==> config.mk <==
export PLATFORM = sky130hd
export DESIGN_NAME = countdown_timer_flat
export DESIGN_NICKNAME = d
export VERILOG_FILES = /design/src/rtl/countdown_timer_if.sv /design/src/rtl/countdown_timer.sv /design/src/flat_wrapper.sv
export SDC_FILE = /design/constraint.sdc
export NUM_CORES = 1
export LEC_CHECK = 0
export CAP_MARGIN = 20
export CORE_MARGIN = 3
export CORE_UTILIZATION = 45
export CTS_CLUSTER_DIAMETER = 50
export DETAILED_ROUTE_END_ITERATION = 7
export HOLD_SLACK_MARGIN = 0.05
export PLACE_DENSITY = 0.75
export SYNTH_ARGS = -nofsm -noshare
export SYNTH_HDL_FRONTEND = slang
export SYNTH_SLANG_ARGS = --single-unit
==> constraint.sdc <==
create_clock -name clk_in -period 3.37 [get_ports clk_in]
set_input_delay 0.674 -clock clk_in [delete_from_list [all_inputs] [get_ports clk_in]]
set_output_delay 0.674 -clock clk_in [all_outputs]
set_load 0.01 [all_outputs]
==> src/rtl/countdown_timer_if.sv <==
// Signal bundle between the countdown timer and its surroundings:
// control pulses and the slow clock in, BCD digits and status out.
interface countdown_timer_if;
    logic       slow_clk;
    logic       start;
    logic       pause;
    logic       clear;
    logic [7:0] load_val;
    logic [3:0] tens;
    logic [3:0] ones;
    logic [1:0] state;
    logic       running;
    logic       alarm;
    logic       expired;

    modport master (
        output slow_clk, start, pause, clear, load_val,
        input  tens, ones, state, running, alarm, expired
    );

    modport slave (
        input  slow_clk, start, pause, clear, load_val,
        output tens, ones, state, running, alarm, expired
    );
endinterface

==> src/rtl/countdown_timer.sv <==
// Two-digit BCD countdown timer, decremented once per rising edge of the
// asynchronous slow clock; reports expiry as a level (alarm) and a pulse (expired).
//
//   state | meaning
//   IDLE  | holding digits, waiting for start
//   RUN   | counting down one unit per slow_clk tick
//   PAUSE | digits frozen, ticks dropped
//   DONE  | reached 00, alarm asserted until start or clear
module countdown_timer #(
    parameter logic [7:0] DEFAULT_BCD = 8'h60,
    parameter int         SYNC_STAGES = 2
) (
    input  logic               clk_in,
    input  logic               reset,
    countdown_timer_if.slave   bus
);

    typedef enum logic [1:0] {
        IDLE  = 2'b00,
        RUN   = 2'b01,
        PAUSE = 2'b10,
        DONE  = 2'b11
    } state_t;

    state_t                  state_q, state_d;
    logic [3:0]              tens_q, tens_d;
    logic [3:0]              ones_q, ones_d;
    logic                    expired_q, expired_d;
    logic                    running_q, running_d;
    logic                    alarm_q, alarm_d;
    logic [SYNC_STAGES-1:0]  sync_q;
    logic                    edge_q;
    logic                    tick;
    logic [7:0]              load_bcd;
    logic [7:0]              dec_bcd;

    assign tick = sync_q[SYNC_STAGES-1] & ~edge_q;

    // Out-of-range nibbles fall back to the default time
    assign load_bcd = (bus.load_val[7:4] <= 4'd9 && bus.load_val[3:0] <= 4'd9)
                      ? bus.load_val : DEFAULT_BCD;

    always_comb begin
        dec_bcd = {tens_q, ones_q};
        if (ones_q != 4'd0) begin
            dec_bcd[3:0] = ones_q - 4'd1;
        end else if (tens_q != 4'd0) begin
            dec_bcd = {tens_q - 4'd1, 4'd9};
        end
    end

    always_ff @(posedge clk_in or negedge reset) begin
        if (!reset) begin
            sync_q    <= '0;
            edge_q    <= 1'b0;
            state_q   <= IDLE;
            tens_q    <= DEFAULT_BCD[7:4];
            ones_q    <= DEFAULT_BCD[3:0];
            expired_q <= 1'b0;
            running_q <= 1'b0;
            alarm_q   <= 1'b0;
        end else begin
            sync_q    <= {sync_q[SYNC_STAGES-2:0], bus.slow_clk};
            edge_q    <= sync_q[SYNC_STAGES-1];
            state_q   <= state_d;
            tens_q    <= tens_d;
            ones_q    <= ones_d;
            expired_q <= expired_d;
            running_q <= running_d;
            alarm_q   <= alarm_d;
        end
    end

    always_comb begin
        state_d   = state_q;
        tens_d    = tens_q;
        ones_d    = ones_q;
        expired_d = 1'b0;
        case (state_q)
            IDLE: begin
                if (bus.start) begin
                    {tens_d, ones_d} = load_bcd;
                    state_d          = RUN;
                end
            end
            RUN: begin
                if (bus.start) begin
                    {tens_d, ones_d} = load_bcd;
                end else if (bus.clear) begin
                    {tens_d, ones_d} = DEFAULT_BCD;
                    state_d          = IDLE;
                end else if (bus.pause) begin
                    state_d = PAUSE;
                end else if ({tens_q, ones_q} == 8'h00) begin
                    // A start with 00 expires on the following edge without a tick
                    state_d   = DONE;
                    expired_d = 1'b1;
                end else if (tick) begin
                    {tens_d, ones_d} = dec_bcd;
                    if (dec_bcd == 8'h00) begin
                        state_d   = DONE;
                        expired_d = 1'b1;
                    end
                end
            end
            PAUSE: begin
                if (bus.start) begin
                    {tens_d, ones_d} = load_bcd;
                    state_d          = RUN;
                end else if (bus.clear) begin
                    {tens_d, ones_d} = DEFAULT_BCD;
                    state_d          = IDLE;
                end else if (bus.pause) begin
                    state_d = RUN;
                end
            end
            DONE: begin
                if (bus.start) begin
                    {tens_d, ones_d} = load_bcd;
                    state_d          = RUN;
                end else if (bus.clear) begin
                    {tens_d, ones_d} = DEFAULT_BCD;
                    state_d          = IDLE;
                end
            end
            default: state_d = IDLE;
        endcase
        running_d = (state_d == RUN);
        alarm_d   = (state_d == DONE);
    end

    assign bus.tens    = tens_q;
    assign bus.ones    = ones_q;
    assign bus.state   = state_q;
    assign bus.running = running_q;
    assign bus.alarm   = alarm_q;
    assign bus.expired = expired_q;

endmodule
==> src/flat_wrapper.sv <==
// flat-port wrapper written by rule: the top's interface ports become plain ports
module countdown_timer_flat 
#(
    parameter logic [7:0] DEFAULT_BCD = 8'h60,
    parameter int         SYNC_STAGES = 2
)
  (clk_in, reset, bus_slow_clk, bus_start, bus_pause, bus_clear, bus_load_val, bus_tens, bus_ones, bus_state, bus_running, bus_alarm, bus_expired);
  countdown_timer_if bus_i ();
  input  logic clk_in;
  input  logic reset;
  input wire logic [$bits(bus_i.slow_clk)-1:0] bus_slow_clk;
  input wire logic [$bits(bus_i.start)-1:0] bus_start;
  input wire logic [$bits(bus_i.pause)-1:0] bus_pause;
  input wire logic [$bits(bus_i.clear)-1:0] bus_clear;
  input wire logic [$bits(bus_i.load_val)-1:0] bus_load_val;
  output wire logic [$bits(bus_i.tens)-1:0] bus_tens;
  output wire logic [$bits(bus_i.ones)-1:0] bus_ones;
  output wire logic [$bits(bus_i.state)-1:0] bus_state;
  output wire logic [$bits(bus_i.running)-1:0] bus_running;
  output wire logic [$bits(bus_i.alarm)-1:0] bus_alarm;
  output wire logic [$bits(bus_i.expired)-1:0] bus_expired;
  assign bus_i.slow_clk = bus_slow_clk;
  assign bus_i.start = bus_start;
  assign bus_i.pause = bus_pause;
  assign bus_i.clear = bus_clear;
  assign bus_i.load_val = bus_load_val;
  assign bus_tens = bus_i.tens;
  assign bus_ones = bus_i.ones;
  assign bus_state = bus_i.state;
  assign bus_running = bus_i.running;
  assign bus_alarm = bus_i.alarm;
  assign bus_expired = bus_i.expired;
  countdown_timer #(.DEFAULT_BCD(DEFAULT_BCD), .SYNC_STAGES(SYNC_STAGES)) u_core (.clk_in(clk_in), .reset(reset), .bus(bus_i));
endmodule
### Word level (Yosys, flattened, before mapping)

Index checks and enable logic that the tools add are counted.

| operators by class | value |
|---|---|
| add/subtract/negate cells | 2 |
| $lt $le $gt $ge | 2 |
| eq/ne operators | 10 |
| muxes and demuxes | 42 |
| bitwise logic cells | 2 |
| reductions and logical operators | 8 |

Operator list:

| cell | number |
|---|---|
| 4-bit two-way mux | 18 |
| 2-bit two-way mux | 12 |
| 4-bit case mux with 3 select lines | 2 |
| 8-bit zero test | 2 |
| 8-bit two-way mux | 2 |
| 4-bit less-or-equal comparator, second input constant | 2 |
| 4-bit != test, second input constant | 2 |
| 2-bit case mux with 4 select lines | 1 |
| 4-bit nonzero test | 2 |
| 4-bit by 1-bit subtractor with 4-bit output, second input constant | 2 |
| 1-bit two-way mux | 7 |
| 2-bit == test, second input constant | 3 |
| 5-bit AND reduction | 1 |
| 2-bit by 1-bit == test with 1-bit output, second input constant | 2 |
| 4-bit by 3-bit != test with 1-bit output, second input constant | 1 |
| 3-bit by 1-bit != test with 1-bit output, second input constant | 1 |
| 2-bit zero test | 1 |
| 2-bit != test, second input constant | 1 |
| 2-bit OR reduction | 1 |
| 1-bit AND | 1 |
| 1-bit logical AND | 1 |
| 1-bit NOT | 1 |

| storage, ports and cells | value |
|---|---|
| register bits | 16 |
| bits of input ports | 14 |
| output and inout port bits | 13 |
| logic and storage cells | 74 |

### Logic depth before layout (Yosys ltp)

Gate-level depths: netlist (run 1).

| depth | value |
|---|---|
| depth after elaboration | 12 |
| depth in mapped cells | 8 |
| gate-level depth less buffers | 7 |

### Least setup slack after synthesis (run 1)

No wires, ideal clock.

| timing | value |
|---|---|
| kind | reg2reg |
| from | reg u_core.ones_q[0], in the netlist u_core.bus.ones[0] |
| to | reg u_core.state_q[1], in the netlist u_core.bus.state[1] |
| setup time | 0.107 ns |
| arrival time | 2.455 ns |
| data required time | 3.263 ns |
| slack | 0.808 ns |
| stages on the path, launching flop included | 9 |
| buffers on the path | 1 |
| period minus slack after synthesis | 2.562 ns |
| cells stage by stage | dfrtp_1 -> inv_1 -> ha_1 -> or3b_1 -> buf_2 -> o21a_1 -> a2111o_1 -> o31a_1 -> a2111oi_4 |

| between the ends | value |
|---|---|
| cells in the longest elaborated chain, start to end | 10 |
| elaborated cells on any way between the ends | 14 |
| those cells by class | add/sub: 1; mux: 10; reduce/logical: 3 |

Ends and longest elaborated chain:

| item | RTL line | source |
|---|---|---|
| start: declaration | countdown_timer.sv:27 | `logic [3:0] ones_q, ones_d;` |
| start signal: assignment | countdown_timer.sv:58 | `ones_q <= DEFAULT_BCD[3:0];` |
| start signal: assignment | countdown_timer.sv:67 | `ones_q <= ones_d;` |
| 4-bit by 1-bit subtractor with 4-bit output (tied with other cells) | countdown_timer.sv:46 | `dec_bcd[3:0] = ones_q - 4'd1;` |
| 4-bit two-way mux | countdown_timer.sv:45 | `if (ones_q != 4'd0) begin` |
| 8-bit zero test | countdown_timer.sv:100 | `if (dec_bcd == 8'h00) begin` |
| 2-bit two-way mux | countdown_timer.sv:100 |  |
| 2-bit two-way mux | countdown_timer.sv:98 | `end else if (tick) begin` |
| 2-bit two-way mux * | countdown_timer.sv:94 | `end else if ({tens_q, ones_q} == 8'h00) begin` |
| 2-bit two-way mux * | countdown_timer.sv:92 | `end else if (bus.pause) begin` |
| 2-bit two-way mux * | countdown_timer.sv:89 | `end else if (bus.clear) begin` |
| 2-bit two-way mux * | countdown_timer.sv:87 | `if (bus.start) begin` |
| 2-bit case mux with 4 select lines * | countdown_timer.sv:79 | `case (state_q)` |
| net u_core.state_d[1] | countdown_timer.sv:25 | `state_t state_q, state_d;` |
| end signal: assignment | countdown_timer.sv:65 | `state_q <= state_d;` |
| end: declaration | countdown_timer.sv:25 |  |

The timed path passes the listed nets; every way through them passes the cells marked *.
A chain may end at the register's enable or synchronous reset.

### Worst setup path after layout (run 1)

Ends and elaborated chain as after synthesis.

==> results of run 1 <==
metrics by stage:
step	util	power [mW]
finish	0.654	0.517
global placement	0.636	0.391
CTS	0.654	0.525
detailed placement	0.636	0.396
global route	0.654	0.551
floorplan	-	0.322
area by class of cell:
type,count,area share
multi-input cells,81,0.411
flip-flops and latches,16,0.308
repair buffers,27,0.205
well taps,27,0.0258
inverters,8,0.0229
clock buffers,4,0.0277
layout by cell type (no fill, tap or decap), drive strengths merged, types with 2 or more instances in the layout:
| master | netlist | layout |
|---|---|---|
| a32o | 3 | 3 |
| a21o | 2 | 2 |
| dfrtp | 14 | 14 |
| a22oi | 2 | 2 |
| clkdlybuf4s50 | 0 | 26 |
| a21oi | 10 | 10 |
| o22ai | 2 | 2 |
| a211o | 2 | 2 |
| nand2 | 5 | 5 |
| dfstp | 2 | 2 |
| ha | 2 | 2 |
| o21bai | 2 | 2 |
| clkbuf | 1 | 4 |
| o21ai | 7 | 7 |
| nand3 | 4 | 4 |
| a22o | 2 | 2 |
| nor3 | 4 | 4 |
| nor3b | 2 | 2 |
| nand2b | 2 | 2 |
| nor2 | 11 | 11 |
| inv | 8 | 8 |
registers in the layout, indices dropped and copies added (netlist names):
| signal | count |
|---|---|
| u_core.bus.alarm | 1 |
| u_core.bus.expired | 1 |
| u_core.bus.ones | 4 |
| u_core.bus.running | 1 |
| u_core.bus.state | 2 |
| u_core.bus.tens | 4 |
| u_core.edge_q | 1 |
| u_core.sync_q | 2 |
layer usage:
layer | share of wire | GRT usage | vias up
met5 | 0 | 0 | -
met4 | 0.013 | 0.0766 | 0
met3 | 0.030 | 0.0199 | 4
met2 | 0.50 | 0.329 | 16
met1 | 0.46 | 0.261 | 446
li1 | - | - | 471
cells by family (layout without fill, tap and decap cells):
logic type      after synthesis  after routing
compound gates               43             43
fa+ha+maj                     2              2
buf+inv                      10             39
flops                        16             16
mux                           1              1
simple gates                 35             35
power groups by stage:
stage	sequential (mW)	combinational (mW)	clock [mW]
after CTS	0.233	0.161	0.132
after floorplan	0.239	0.0831	0
after global placement	0.236	0.156	0
after detailed placement	0.237	0.160	0
after global routing	0.237	0.177	0.137
final	0.233	0.159	0.125
how the worst min path moves through the flow:
stage | cells after the start | slack (ps) | end
4_1_cts | 0 | 360 | u_core.sync_q[1]
5_1_grt | 0 | 370 | u_core.sync_q[1]
2_1_floorplan | 0 | 330 | u_core.sync_q[1]
3_3_place_gp | 0 | 340 | u_core.sync_q[1]
6_report | 0 | 360 | u_core.sync_q[1]
3_5_place_dp | 0 | 340 | u_core.sync_q[1]
worst max-delay path: cells and delay by family (launching register included):
family,cells,cell delay (ps)
DFF,1,440
adders and majority gates,1,270
buffers and inverters,1,100
and+or+nand+nor,2,660
AOI/OAI and AO/OA,3,1150
==> impl_metrics.ini, run 1 <==
[synthesis]
ys_types = 40
synth_warnings = 0
syn-num-nets = 123
synth_edf_count = 0
synth_top_family_by_area = compound AO/OA/AOI/OAI gates
synthFlopType = dfrtp_1
synth_compound_area_frac = 0.327
synth_most_common_cell = dfrtp_1
syn_inst = 107
synthMuxAreaShare = 0.0102
synth_seq_area_share = 0.411
synth_top_area_cell = dfrtp_1
avgSynthCellArea_um2 = 9.16
synth-xor-area-share = 0
synth_top_area_share = 0.358
synth_area_leaders = dfrtp_1 (36%), dfstp_2 (5.4%), a21oi_1 (5.1%)
ys_ff_latch = 16
netlist_area_um2 = 980
yosys.area_share.adder = 0.0255
netlist_top_cells_count = dfrtp_1 (14), nor2_1 (11), a21oi_1 (10)
ys_async_sr_fraction = 1.00
synth_simple_gate_area_frac = 0.186

[power_and_ir_drop]
vdd_drop_max_mv = 0.280
power_density_nw_per_um2 = 395
swShare = 0.312
p_switching_mw = 0.161
p_leak_nw = 0.526
comb_power_share = 0.308
p_int_mw = 0.356
p_seq_frac = 0.451
pwr-share-clk = 0.241

[critical_path]
reg2reg_from = u_core.bus.ones[0]
critical_path.max_stage_delay_ps = 530
r2r-end = u_core.bus.state[1]
critPathSlowestCell = nor3b_1
critical_path_required_ps = 3550
worst-r2r-setup-slack_ps = 670
criticalPathCategory = flop to flop
cp.arrival_ps = 2890
worstSetupStartpointType = flop
crit_path_end = u_core.bus.state[1]
r2r_cells = 7
crit_path_end_kind = flop
crit_path_start = u_core.bus.ones[0]
worstPathMaxFanout = 7
path_cells = inv_1, ha_1, nor3b_1, nand3_1, a2111o_1, o31a_1, a2111oi_4

[drt]
wirelength_um = 2360
antenna_left = 0
dr.pass1.iters = 4
wl_per_cell_um = 14.5
vias_per_cell = 5.75
drc = 0
drtIter0Drc = 16
num_vias = 937

[sta]
setup_viol = 0
hold_viol = 0
slew_headroom = 0.515
fmax_ghz = 0.370
tns_ps = 0
slew_viol_final = 0
period_share = 0.802
holdWs_ps = 358
fin_ws_ps = 666
finClkSkew_ps = 3.15
rsz0062_at_grt = false
finalCriticalPeriod_ps = 2700
tightest_slew_ps = 726

[floorplanning]
core-area_um2 = 2000
std_cell_rows = 16
dieArea_um2 = 2770
die_h_um = 52.7
die_width_um = 52.7
start_util = 0.489
pin_count = 27

[finish]
final.fill_count = 180
n_antenna_cell = 0
drive_above_1_share = 0.0662
finalInstanceArea_um2 = 1310
nets = 153
multi_input_area_um2 = 538
regArea_um2 = 403
stdcell_count = 163
syn_to_final_growth_pct = 33.6

[placement]
hpwl_um = 1840
dpl_worst_slack_ps = 686
io_buffers = 26
gp_congestion = 0.898
postPlaceCellArea_um2 = 1270
dp.cells = 159

[clock_tree]
root_buffer = clkbuf_4
cts_resized = 0
htree_levels = 1
cts.repair_timing.setup_buffer_count = 0
clockBufferDepth = 2
clk_pin_slew_ps = 90
ctsHoldBuffers = 0
cts_made_buffers = 3
cts.sinks = 16
cts_tree = built
clock_latency_ps = 280

[global_route]
grt_pass1_vias = 942
grtUsageTotal = 0.198
grt_max_degree = 17
grt_pass1_wl_um = 4090
antenna_found_initial = 0
grt_overflow_total = 0

[hold_path]
min_from = u_core.sync_q[0]
min_path_type = flop to flop

[outcome]
outcome = finished, final reports clean

[flow_run]
max_cap_viol_count = 0
No activity file was read; power rests on OpenSTA's default activity.
==> inputs of run 2 (changes only) <==
==> constraint.sdc (replaced) <==
create_clock -name clk_in -period 2.79 [get_ports clk_in]
set_input_delay 0.558 -clock clk_in [delete_from_list [all_inputs] [get_ports clk_in]]
set_output_delay 0.558 -clock clk_in [all_outputs]
set_load 0.01 [all_outputs]
==> impl_metrics.ini, run 2 (synthesized netlist as in run 1, its figures left out) <==
[sta]
period_share = 0.934
slew_headroom = 0.494
finClkSkew_ps = 7.44
fmax_ghz = 0.384
slew_viol_final = 0
rsz0062_at_grt = false
tns_ps = 0
setup_viol = 0
tightest_slew_ps = 757
hold_viol = 0
finalCriticalPeriod_ps = 2610

[drt]
vias_per_cell = 5.93
wirelength_um = 2590
dr.pass1.iters = 4
drtIter0Drc = 16
num_vias = 978
wl_per_cell_um = 15.7
drc = 0
antenna_left = 0

[flow_run]
max_cap_viol_count = 0

[critical_path]
cp_top_family = compound AO/OA/AOI/OAI gates
critical_path_required_ps = 2990
crit_buf_inv = 1
path_cells = inv_1, ha_2, or3b_1, o21a_1, a2111o_1, o31a_1, a2111oi_4
worstPathMaxFanout = 7
criticalPathCategory = flop to flop
critPathSlowestCell = or3b_1
worstSetupStartpointType = flop
critical_path.max_stage_delay_ps = 450
crit_path_end_kind = flop
cp.arrival_ps = 2810

[floorplanning]
start_util = 0.489
die_width_um = 52.7
die_h_um = 52.7
std_cell_rows = 16
dieArea_um2 = 2770
pin_count = 27
core-area_um2 = 2000

[clock_tree]
root_buffer = clkbuf_4
clk_pin_slew_ps = 100
clock_latency_ps = 290
cts.repair_timing.setup_buffer_count = 0
cts_tree = built
htree_levels = 1
clockBufferDepth = 2
cts.sinks = 16
cts_made_buffers = 3

[global_route]
grtUsageTotal = 0.214
grt_pass1_vias = 1030
grt_pass1_wl_um = 4380
grt_util_met3 = 0.0427
antenna_found_initial = 0
grt_max_degree = 17
grt.met2_usage = 0.347
grt_overflow_total = 0
top_usage_layer = met2
gr-usage-met1 = 0.264

[placement]
dp.cells = 161
gp_congestion = 0.911
hpwl_um = 1890
io_buffers = 26

[finish]
nets = 155
drive_above_1_share = 0.0797
mostFrequentLayoutCell = clkdlybuf4s50_1
final.fill_count = 186
stdcell_count = 165
syn_to_final_growth_pct = 34.4
most-common-layout-cells = clkdlybuf4s50_1 (26), dfrtp_1 (14), nor2_1 (11), a21oi_1 (10), inv_1 (8)
n_antenna_cell = 0

[power_and_ir_drop]
vdd_drop_max_mv = 0.357
power_density_nw_per_um2 = 466
p_leak_nw = 0.529

[outcome]
outcome = finished, final reports clean

[hold_path]
min_path_type = flop to flop
==> run 2: changes by cell type in the layout (fill, tap and decap cells not counted) <==
cell,change
buf_4,+2
clkbuf_1,+1
clkbuf_8,-1
ha_1,-1
ha_2,+1
==> run 2: through the flow <==
| stage | instance area [um2] | utilization | hold WS [ps] | setup slack, ps | total power [mW] |
|---|---|---|---|---|---|
| final | 1320 | 0.658 | 359 | 183 | 0.614 |
| after global routing | 1320 | 0.658 | 366 | 45.3 | 0.653 |
| after CTS | 1310 | 0.656 | 363 | 134 | 0.619 |
| after detailed placement | 1290 | 0.643 | 342 | 162 | 0.485 |
| after global placement | 1290 | 0.643 | 336 | 220 | 0.479 |
| after floorplan | 980 | - | 262 | 228 | 0.389 |
==> run 2: report_power, final <==
group | switching (mW) | internal, mW | total [mW]
Sequential | 0.0277 | 0.254 | 0.282
Clock | 0.0756 | 0.0557 | 0.131
Combinational | 0.0996 | 0.101 | 0.201
Total | 0.203 | 0.411 | 0.614
==> run 2: path summary, 6_finish.rpt <==
check,start,to,slack (ps),cells past startpoint
worst max-delay path,u_core.bus.ones[0],u_core.bus.state[1],180,7
worst min-delay path,u_core.sync_q[0],u_core.sync_q[1],360,0
worst max register to register,u_core.bus.ones[0],u_core.bus.state[1],180,7
worst min register to register,u_core.sync_q[0],u_core.sync_q[1],360,0
max in group asynchronous,reset,u_core.bus.tens[0],1610,1
min in group asynchronous,reset,u_core.bus.ones[3],700,1
==> run 2: cell type report <==
type | count | area (um2) | share of cell area
Clock buffer | 4 | 26.3 | 0.0200
Inverter | 8 | 30.0 | 0.0228
Multi-Input combinational cell | 81 | 541 | 0.411
Sequential cell | 16 | 403 | 0.306
Tap cell | 27 | 33.8 | 0.0257
Timing Repair Buffer | 29 | 283 | 0.215
==> run 2: worst register-to-register path, cell delays in order (launching register included) <==
cell	delay, ps
dfrtp_1	430
inv_1	90
ha_2	240
or3b_1	450
o21a_1	210
a2111o_1	370
o31a_1	370
a2111oi_4	350
==> run 2: per-layer routing <==
layer / wire length, um / vias up
li1: - / 474
met1: 1120 / 463
met2: 1260 / 36
met3: 152 / 5
met4: 52 / 0
met5: 0 / -
==> run 2: what timing repair did <==
item,in CTS,in global routing
hold buffers,0,0
resized for setup,0,1
setup endpoints to repair,0,1
==> inputs of run 3 (changes only) <==
--- a/config.mk
+++ b/config.mk
@@ -6,12 +6,13 @@
 export NUM_CORES = 1
 export LEC_CHECK = 0
 export CAP_MARGIN = 20
+export CORE_ASPECT_RATIO = 1.25
 export CORE_MARGIN = 3
-export CORE_UTILIZATION = 45
+export CORE_UTILIZATION = 47
 export CTS_CLUSTER_DIAMETER = 50
 export DETAILED_ROUTE_END_ITERATION = 7
 export HOLD_SLACK_MARGIN = 0.05
-export PLACE_DENSITY = 0.75
+export PLACE_DENSITY = 0.77
 export SYNTH_ARGS = -nofsm -noshare
 export SYNTH_HDL_FRONTEND = slang
 export SYNTH_SLANG_ARGS = --single-unit
==> impl_metrics.ini, run 3 (synthesized netlist as in run 1, its figures left out) <==
[clock_tree]
clk_pin_slew_ps = 100
ctsHoldBuffers = 0
cts.sinks = 16
cts_resized = 0
cts_made_buffers = 3
htree_levels = 1
cts_tree = built
cts.repair_timing.setup_buffer_count = 0
clockBufferDepth = 2
root_buffer = clkbuf_4
clock_latency_ps = 290

[sta]
slew_viol_final = 0
slew_headroom = 0.505
fmax_ghz = 0.380
holdWs_ps = 376
rsz0062_at_grt = false
fin_ws_ps = 156
tns_ps = 0
tightest_slew_ps = 741
hold_viol = 0
finClkSkew_ps = 0.545
setup_viol = 0
period_share = 0.944
finalCriticalPeriod_ps = 2630

[placement]
postPlaceCellArea_um2 = 1270
io_buffers = 26
dpl_worst_slack_ps = 190
gp_congestion = 0.878
dp.cells = 152
hpwl_um = 1890

[drt]
drtIter0Drc = 23
drc = 0
num_vias = 962
dr.pass1.iters = 4
wl_per_cell_um = 15.7
antenna_left = 0
wirelength_um = 2450
vias_per_cell = 6.17

[critical_path]
r2r_cells = 7
crit_path_end_kind = flop
criticalPathCategory = flop to flop
critPathSlowestCell = or3b_1
worstSetupStartpointType = flop
worstPathMaxFanout = 7
critical_path_required_ps = 2980
crit_path_start = u_core.bus.ones[0]
path_cells = inv_1, ha_1, or3b_1, o21a_1, a2111o_1, o31a_1, a2111oi_4
critical_path.max_stage_delay_ps = 460
worst-r2r-setup-slack_ps = 160
reg2reg_from = u_core.bus.ones[0]
cp.arrival_ps = 2830
r2r-end = u_core.bus.state[1]

[finish]
drive_above_1_share = 0.0730
final.fill_count = 158
syn_to_final_growth_pct = 33.3
mostFrequentLayoutCell = clkdlybuf4s50_1
most-common-layout-cells = clkdlybuf4s50_1 (26), dfrtp_1 (14), nor2_1 (11), a21oi_1 (10), inv_1 (8)
nets = 154
multi_input_area_um2 = 538
n_antenna_cell = 0
stdcell_count = 156
finalInstanceArea_um2 = 1310
regArea_um2 = 403

[global_route]
grt_max_degree = 17
antenna_found_initial = 0
grt_pass1_vias = 917
grtUsageTotal = 0.201
grt_pass1_wl_um = 4020
grt_overflow_total = 0

[floorplanning]
die_h_um = 57.0
pin_count = 27
die_width_um = 46.8
dieArea_um2 = 2670
core-area_um2 = 1870
std_cell_rows = 17
start_util = 0.523

[outcome]
outcome = finished, final reports clean

[power_and_ir_drop]
power_density_nw_per_um2 = 486
vdd_drop_max_mv = 0.427
p_leak_nw = 0.531

[hold_path]
min_to = u_core.sync_q[1]
min_from = u_core.sync_q[0]
hold_path_depth = 0
min_path_type = flop to flop

[flow_run]
max_cap_viol_count = 0
==> run 3: layer usage <==
metal,wire length (um),up-vias,GRT usage,share of wire
met2,1250,22,0.332,0.51
met1,1070,459,0.255,0.44
met5,0,-,0,0
met3,94,6,0.0252,0.038
li1,-,475,-,-
met4,36,0,0.0830,0.015
==> run 3: area by class of cell <==
| class | count | area share |
|---|---|---|
| sequential | 16 | 0.308 |
| inverter | 8 | 0.0230 |
| tap | 19 | 0.0182 |
| multi-input combinational | 81 | 0.412 |
| clock buffer | 4 | 0.0278 |
| timing repair buffer | 28 | 0.211 |
==> run 3: how the worst max path moves through the flow <==
stage | endpoint | cells past startpoint
after floorplan | u_core.bus.state[1] | 8
after global placement | u_core.bus.state[1] | 7
after detailed placement | u_core.bus.state[1] | 7
after global routing | u_core.bus.state[1] | 7
final | u_core.bus.state[1] | 7
after CTS | u_core.bus.state[1] | 7
==> run 3: report_power, final <==
| part | total (mW) | switching, mW | internal [mW] |
|---|---|---|---|
| clock network | 0.157 | 0.0775 | 0.0795 |
| logic | 0.196 | 0.0964 | 0.0992 |
| registers | 0.282 | 0.0279 | 0.254 |
==> run 3: through the flow <==
| step | power [mW] | utilization |
|---|---|---|
| 6_report | 0.634 | 0.698 |
| 5_1_grt | 0.674 | 0.698 |
| 4_1_cts | 0.638 | 0.698 |
| 3_5_place_dp | 0.480 | 0.678 |
| 3_3_place_gp | 0.476 | 0.678 |
| 2_1_floorplan | 0.389 | - |
==> run 3: worst max-delay path: cells and delay by family (launching register included) <==
family,cells,cell delay [ps]
compound gates,4,1300
simple gates,1,460
flops,1,440
fa+ha+maj,1,250
buf+inv,1,100
